`src/rtl/ecc_pkg.sv`:
```
// Shared definitions for the ECC scrub controller: codeword geometry,
// bit positions of the Hamming(7,4)+parity code, FSM state encoding and
// the SECDED encoder used for write-back.
// Optional feature macro: SCRUB_WRITEBACK_EN (adds the SCRUB_WB state).
package ecc_pkg;

  localparam int CODE_W = 8;
  localparam int DATA_W = 4;

  // Codeword bit indices (Hamming positions 1..7 live in bits 0..6).
  localparam int P1_BIT  = 0;
  localparam int P2_BIT  = 1;
  localparam int D0_BIT  = 2;
  localparam int P4_BIT  = 3;
  localparam int D1_BIT  = 4;
  localparam int D2_BIT  = 5;
  localparam int D3_BIT  = 6;
  localparam int PAR_BIT = 7;

  typedef enum logic [2:0] {
    ST_IDLE,
    ST_HOST_RD,
    ST_HOST_CHK,
    ST_SCRUB_RD,
`ifdef SCRUB_WRITEBACK_EN
    ST_SCRUB_CHK,
    ST_SCRUB_WB
`else
    ST_SCRUB_CHK
`endif
  } state_e;

  // Build a clean codeword from four data bits.
  function automatic logic [CODE_W-1:0] secded_encode(input logic [DATA_W-1:0] d);
    logic [CODE_W-1:0] c;
    c          = '0;
    c[D0_BIT]  = d[0];
    c[D1_BIT]  = d[1];
    c[D2_BIT]  = d[2];
    c[D3_BIT]  = d[3];
    c[P1_BIT]  = d[0] ^ d[1] ^ d[3];
    c[P2_BIT]  = d[0] ^ d[2] ^ d[3];
    c[P4_BIT]  = d[1] ^ d[2] ^ d[3];
    c[PAR_BIT] = ^c[PAR_BIT-1:0];
    return c;
  endfunction

endpackage

```
`src/rtl/secded_dec.sv`:
```
// Combinational SECDED decoder: corrects single-bit errors, flags
// double-bit errors, and re-encodes the corrected data so a scrub can
// write back a clean codeword.
module secded_dec
  import ecc_pkg::*;
(
  input  logic [CODE_W-1:0] code,
  output logic [DATA_W-1:0] data,
  output logic              err_1bit,
  output logic              err_2bit,
  output logic [CODE_W-1:0] recoded
);

  logic [2:0]        syn;
  logic              par_fail;
  logic [CODE_W-1:0] fixed;

  // Syndrome, overall parity and single-bit correction.
  // NOTE: every output of an always_comb gets a default before any branch, so
  // no path leaves a value unassigned and no latch is inferred.
  always_comb begin
    syn[0]   = code[P1_BIT] ^ code[D0_BIT] ^ code[D1_BIT] ^ code[D3_BIT];
    syn[1]   = code[P2_BIT] ^ code[D0_BIT] ^ code[D2_BIT] ^ code[D3_BIT];
    syn[2]   = code[P4_BIT] ^ code[D1_BIT] ^ code[D2_BIT] ^ code[D3_BIT];
    par_fail = ^code;
    fixed    = code;
    // Only flip a bit when parity agrees it is a single error; a non-zero
    // syndrome with good parity is a double error and is left untouched.
    for (int i = 0; i < 7; i++) begin
      if (par_fail && (syn == 3'(i + 1))) begin
        fixed[i] = ~code[i];
      end
    end
    // Parity failure alone (syndrome zero) is the parity bit itself: data good.
    err_1bit = par_fail;
    err_2bit = (syn != 3'd0) && !par_fail;
    data     = {fixed[D3_BIT], fixed[D2_BIT], fixed[D1_BIT], fixed[D0_BIT]};
    recoded  = secded_encode(data);
  end

endmodule

```
`src/rtl/ecc_scrub_ctrl.sv`:
```
// ECC scrub controller: serves host reads through a SECDED decoder and,
// after a programmable idle interval, walks the RAM re-checking entries.
// Optional feature macro: SCRUB_WRITEBACK_EN -- when defined, corrected
// single-bit errors found by the scrubber are written back to the RAM.
module ecc_scrub_ctrl
  import ecc_pkg::*;
#(
  parameter  int DEPTH          = 16,
  parameter  int SCRUB_INTERVAL = 256,
  localparam int AW             = $clog2(DEPTH)
) (
  input  logic              i_clk,
  input  logic              i_rst,
  input  logic              i_req,
  input  logic [AW-1:0]     i_addr,
  output logic              o_ack,
  output logic [DATA_W-1:0] o_data,
  output logic              o_1bit_error,
  output logic              o_2bit_error,
  output logic [AW-1:0]     o_mem_addr,
  output logic              o_mem_rd,
  input  logic [CODE_W-1:0] i_mem_code,
  output logic              o_mem_wr,
  output logic [CODE_W-1:0] o_mem_code,
  output logic [7:0]        o_corr_count,
  output logic [7:0]        o_uncorr_count,
  output logic              o_busy
);

  localparam int TW = $clog2(SCRUB_INTERVAL + 1);

  state_e            state_q, state_d;
  logic [AW-1:0]     scrub_ptr_q;
  logic [TW-1:0]     timer_q;
  logic              pending_q;
  logic [7:0]        corr_q;
  logic [7:0]        uncorr_q;
  logic              scrub_done;

  logic [DATA_W-1:0] dec_data;
  logic              dec_1bit;
  logic              dec_2bit;
  logic [CODE_W-1:0] dec_recoded;

  // One decoder shared by host and scrub paths; the RAM returns data one
  // cycle after the read strobe, i.e. in the *_CHK states.
  secded_dec u_dec (
    .code     (i_mem_code),
    .data     (dec_data),
    .err_1bit (dec_1bit),
    .err_2bit (dec_2bit),
    .recoded  (dec_recoded)
  );

`ifdef SCRUB_WRITEBACK_EN
  logic [CODE_W-1:0] wb_code_q;

  // Capture the clean codeword during SCRUB_CHK for the write-back cycle.
  // NOTE: pure datapath register, only read in SCRUB_WB after being loaded,
  // so it carries no reset.
  always_ff @(posedge i_clk) begin
    if (state_q == ST_SCRUB_CHK) begin
      wb_code_q <= dec_recoded;
    end
  end
`else
  logic unused_recoded;
  assign unused_recoded = ^dec_recoded;
`endif

  // State register.
  // NOTE: sequential state uses non-blocking assignments so every flop sees
  // pre-edge values regardless of block ordering.
  always_ff @(posedge i_clk) begin
    if (i_rst) begin
      state_q <= ST_IDLE;
    end else begin
      state_q <= state_d;
    end
  end

  // Next-state decode and all memory/host strobes.
  always_comb begin
    state_d      = state_q;
    o_mem_rd     = 1'b0;
    o_mem_wr     = 1'b0;
    o_mem_addr   = '0;
    o_mem_code   = '0;
    o_ack        = 1'b0;
    o_data       = '0;
    o_1bit_error = 1'b0;
    o_2bit_error = 1'b0;
    scrub_done   = 1'b0;
    unique case (state_q)
      ST_IDLE: begin
        // Host has priority over a pending scrub.
        if (i_req) begin
          state_d = ST_HOST_RD;
        end else if (pending_q) begin
          state_d = ST_SCRUB_RD;
        end
      end
      ST_HOST_RD: begin
        o_mem_rd   = 1'b1;
        o_mem_addr = i_addr;
        state_d    = ST_HOST_CHK;
      end
      ST_HOST_CHK: begin
        o_ack        = 1'b1;
        o_data       = dec_data;
        o_1bit_error = dec_1bit;
        o_2bit_error = dec_2bit;
        state_d      = ST_IDLE;
      end
      ST_SCRUB_RD: begin
        o_mem_rd   = 1'b1;
        o_mem_addr = scrub_ptr_q;
        state_d    = ST_SCRUB_CHK;
      end
      ST_SCRUB_CHK: begin
`ifdef SCRUB_WRITEBACK_EN
        if (dec_1bit) begin
          state_d = ST_SCRUB_WB;
        end else begin
          state_d    = ST_IDLE;
          scrub_done = 1'b1;
        end
`else
        state_d    = ST_IDLE;
        scrub_done = 1'b1;
`endif
      end
`ifdef SCRUB_WRITEBACK_EN
      ST_SCRUB_WB: begin
        o_mem_wr   = 1'b1;
        o_mem_addr = scrub_ptr_q;
        o_mem_code = wb_code_q;
        state_d    = ST_IDLE;
        scrub_done = 1'b1;
      end
`endif
      default: begin
        state_d = ST_IDLE;
      end
    endcase
  end

  // Interval timer, scrub request flag and scrub address pointer.
  always_ff @(posedge i_clk) begin
    if (i_rst) begin
      timer_q     <= '0;
      pending_q   <= 1'b0;
      scrub_ptr_q <= '0;
    end else if (scrub_done) begin
      // DEPTH is a power of two, so the pointer wraps naturally.
      pending_q   <= 1'b0;
      scrub_ptr_q <= scrub_ptr_q + 1'b1;
    end else if ((state_q == ST_IDLE) && !pending_q) begin
      if (timer_q == TW'(SCRUB_INTERVAL - 1)) begin
        pending_q <= 1'b1;
        timer_q   <= '0;
      end else begin
        timer_q <= timer_q + 1'b1;
      end
    end
  end

  // Saturating scrub error counters; host reads never touch them.
  always_ff @(posedge i_clk) begin
    if (i_rst) begin
      corr_q   <= '0;
      uncorr_q <= '0;
    end else if (state_q == ST_SCRUB_CHK) begin
      if (dec_1bit && (corr_q != 8'hFF)) begin
        corr_q <= corr_q + 8'd1;
      end
      if (dec_2bit && (uncorr_q != 8'hFF)) begin
        uncorr_q <= uncorr_q + 8'd1;
      end
    end
  end

  assign o_corr_count   = corr_q;
  assign o_uncorr_count = uncorr_q;
  assign o_busy         = (state_q != ST_IDLE);

endmodule

```
`config.mk`:
```
export PLATFORM = sky130hd
export DESIGN_NAME = ecc_scrub_ctrl
export DESIGN_NICKNAME = d
export VERILOG_FILES = /design/src/rtl/ecc_pkg.sv /design/src/rtl/secded_dec.sv /design/src/rtl/ecc_scrub_ctrl.sv
export SDC_FILE = /design/constraint.sdc
export NUM_CORES = 1
export LEC_CHECK = 0
export CORE_MARGIN = 3
export CORE_UTILIZATION = 40
export DETAILED_ROUTE_END_ITERATION = 7
export GPL_TIMING_DRIVEN = 0
export PLACE_DENSITY = 0.71
export SYNTH_ARGS = -nofsm -noshare
export SYNTH_HDL_FRONTEND = slang
export SYNTH_SLANG_ARGS = --single-unit
```
`constraint.sdc`:
```
create_clock -name i_clk -period 2.9 [get_ports i_clk]
set_input_delay 0.435 -clock i_clk [delete_from_list [all_inputs] [get_ports i_clk]]
set_output_delay 0.435 -clock i_clk [all_outputs]
set_load 0.03 [all_outputs]
```
==> out/metrics.yaml <==
period_share: 0.973
worst_slew_pin_slew_ps: 694
grt_max_degree: 11
placed_cell_area_um2: 2680
cts_tree: "built"
crit_path_start_kind: "input pin"
hpwl_um: 3660
grt_pass1_vias: 1943
cts-root-buf: "clkbuf_8"
end_kind: "primary output"
rsz0062_at_grt: "no"
timing.final.ws_setup_ps: 77.8
synth_edf_count: 0
path_clk_slew_ps: 60
synth.distinct_cells: 48
hold_path_depth: 1
antenna_found_initial: 0
outcome: "completed"
clock_power_share: 0.301
async_flop_share: 0
portBuffers: 40
fin_area_um2: 2910
wl_per_cell_um: 12.7
worstPathArrival_ps: 2390
crit_chain: "clkdlybuf4s50_1 > xnor2_4 > xor2_4 > buf_4 > o31ai_1 > nand2_1 > a31oi_1 > clkdlybuf4s15_2"
die_y_um: 79.6
syn_to_final_growth_pct: 34.5
h-tree-depth: 2
max_freq_mhz: 354
r2r_slack_ps: 430
worstSetupPathDepth: 8
drc: 0
hold_buffers: 0
critPathKind: "input pin to primary output"
setup_viol: 0
period_needed_ps: 2820
routed_via_density: 5.22
instances_no_fill: 389
diodes: 0
grt-ovfl-total: 0
cp_max_fo: 5
place_ws_ps: -448
max-cap-violations: 0
place_inst: 376
ant_nets: 0
dr.pass1.iters: 4
leakage_nw: 1.09
critPathTopFamily: "buffers and inverters"
critPathLaunch: "i_mem_code[3]"
rr_startpoint: "state_q[0]"
switchingPower_mw: 0.362
reg2reg_to: "o_uncorr_count[5]"
share_comb_of_total_power: 0.296
min_path_type: "register to register"
slew_headroom: 0.534
syn_avg_cell_area_um2: 8.39
critPathBufInv: 3
synth_cells: 258
synth.largest_area_cell: "dfxtp_1"
clkSinkCount: 33
wirelength_um: 4960
r2r_cells: 5
p_seq_frac: 0.402
cts_buffer_depth: 2
yosysSeqAreaShare: 0.305
clk_latency_ps: 280
synth.cell_area_um2: 2160
yosysTopAreaCellShare: 0.305
drv_slew: 0
num_vias: 2029
synth_ff_type: "dfxtp_1"
vdd_drop_max_uv: 173
cts_buffers: 5
final_cell_mix: "nor2_1, dfxtp_1, clkdlybuf4s50_1"
die_w_um: 79.6
pin_count: 53
dieArea_um2: 6330
required_ps: 2470
drive_above_1_share: 0.150
rows: 26
powerDensity_nw_per_um2: 397
coreArea_um2: 5170
skew_ps: 2.88
grt_pass1_wl_um: 8700
globalRouteTotalUtil: 0.170
swShare: 0.313
hold_viol: 0
fin_nets: 338
cpMaxStageDelayCell: "clkdlybuf4s50_1"
cpPeakStageDelay_ps: 490
crit_end: "o_data[1]"
drt_iter0_drc: 91
place_congestion: 0.885
ys_warn_count: 0
final_common_cell: "nor2_1"
synth_area_leaders: "dfxtp_1, nor2_1, xnor2_1"
p_int_mw: 0.794
start_util: 0.418
finalPower_mw: 1.16
synth-seq-cells: 33
[how the worst min path moves through the flow]
| stage | startpoint | to | slack [ps] |
|---|---|---|---|
| after floorplan | timer_q[8] | timer_q[8] | 460 |
| after global placement | timer_q[8] | timer_q[8] | 470 |
| after detailed placement | timer_q[8] | timer_q[8] | 480 |
| after CTS | timer_q[8] | timer_q[8] | 490 |
| after global routing | timer_q[8] | timer_q[8] | 510 |
| final | timer_q[8] | timer_q[8] | 480 |
[state kept, by name, indices dropped and copies added (netlist names)]
signal,flops
o_corr_count,8
o_uncorr_count,8
pending_q,1
scrub_ptr_q,4
state_q,3
timer_q,9
[logic make-up after synthesis]
group                      Yosys count  synth area share
AOI/OAI and AO/OA                   41             0.128
xor gates and xnor gates            27             0.149
adders and majority gates            4            0.0231
buffers and inverters               25            0.0636
DFF                                 33             0.305
muxes                               11            0.0543
other                                1           0.00173
and+or+nand+nor                    116             0.275
[per-stage QoR]
stage | utilization | hold WS, ps | setup TNS [ps]
3_3_place_gp | 0.519 | 466 | -2050
2_1_floorplan | - | 459 | 0
6_report | 0.563 | 485 | 0
4_1_cts | 0.557 | 487 | 0
3_5_place_dp | 0.519 | 478 | -2280
5_1_grt | 0.563 | 512 | 0
[per-layer routing]
| metal | wire length, um | vias to the layer above | track usage |
|---|---|---|---|
| met1 | 2260 | 949 | 0.210 |
| met5 | 0 | - | 0 |
| met2 | 2430 | 48 | 0.294 |
| met3 | 239 | 5 | 0.0440 |
| li1 | - | 1027 | - |
| met4 | 34 | 0 | 0.0395 |
[final cells by class]
type	instances	area (um^2)
multi-input cells	208	1480
fillers	477	2260
plain buffers	19	118
well taps	70	87.6
repair buffers	46	458
inverters	6	22.5
clock buffers	7	86.3
flip-flops and latches	33	661
[power by group through the flow]
stage	Combinational [mW]	Sequential (mW)	Clock, mW
final	0.343	0.465	0.349
after global routing	0.374	0.466	0.376
after CTS	0.335	0.465	0.359
after detailed placement	0.285	0.475	0
after global placement	0.281	0.475	0
after floorplan	0.209	0.474	0
[Yosys cell counts, types with 3 or more instances]
cell type / number
mux2_2: 4
nor3_1: 4
xnor2_1: 12
clkbuf_1: 6
nor2b_1: 7
a21oi_1: 10
xnor2_2: 3
inv_1: 6
nand2_1: 19
nand4_1: 9
mux2i_1: 5
nor4_1: 5
ha_1: 4
or4_1: 6
buf_4: 9
nand3_1: 18
o31ai_1: 6
or3_1: 4
nor2_1: 35
o21ai_0: 8
xor2_4: 3
dfxtp_1: 33
a211oi_1: 4
xor2_1: 8
[timing repair]
item | CTS | global route
buffers inserted | 6 | 0
pin swaps | 4 | 1
gates resized for setup | 22 | 6
setup endpoints to repair | 6 | 5
[worst register-to-register path, stage by stage, from the launching register on]
cell and delay [ps]:
dfxtp_1 300, clkbuf_1 180, nor3b_2 590, o21ai_1 430, a2111oi_1 500, mux2_1 370
Note: power is estimated with default switching activity, not from simulation.
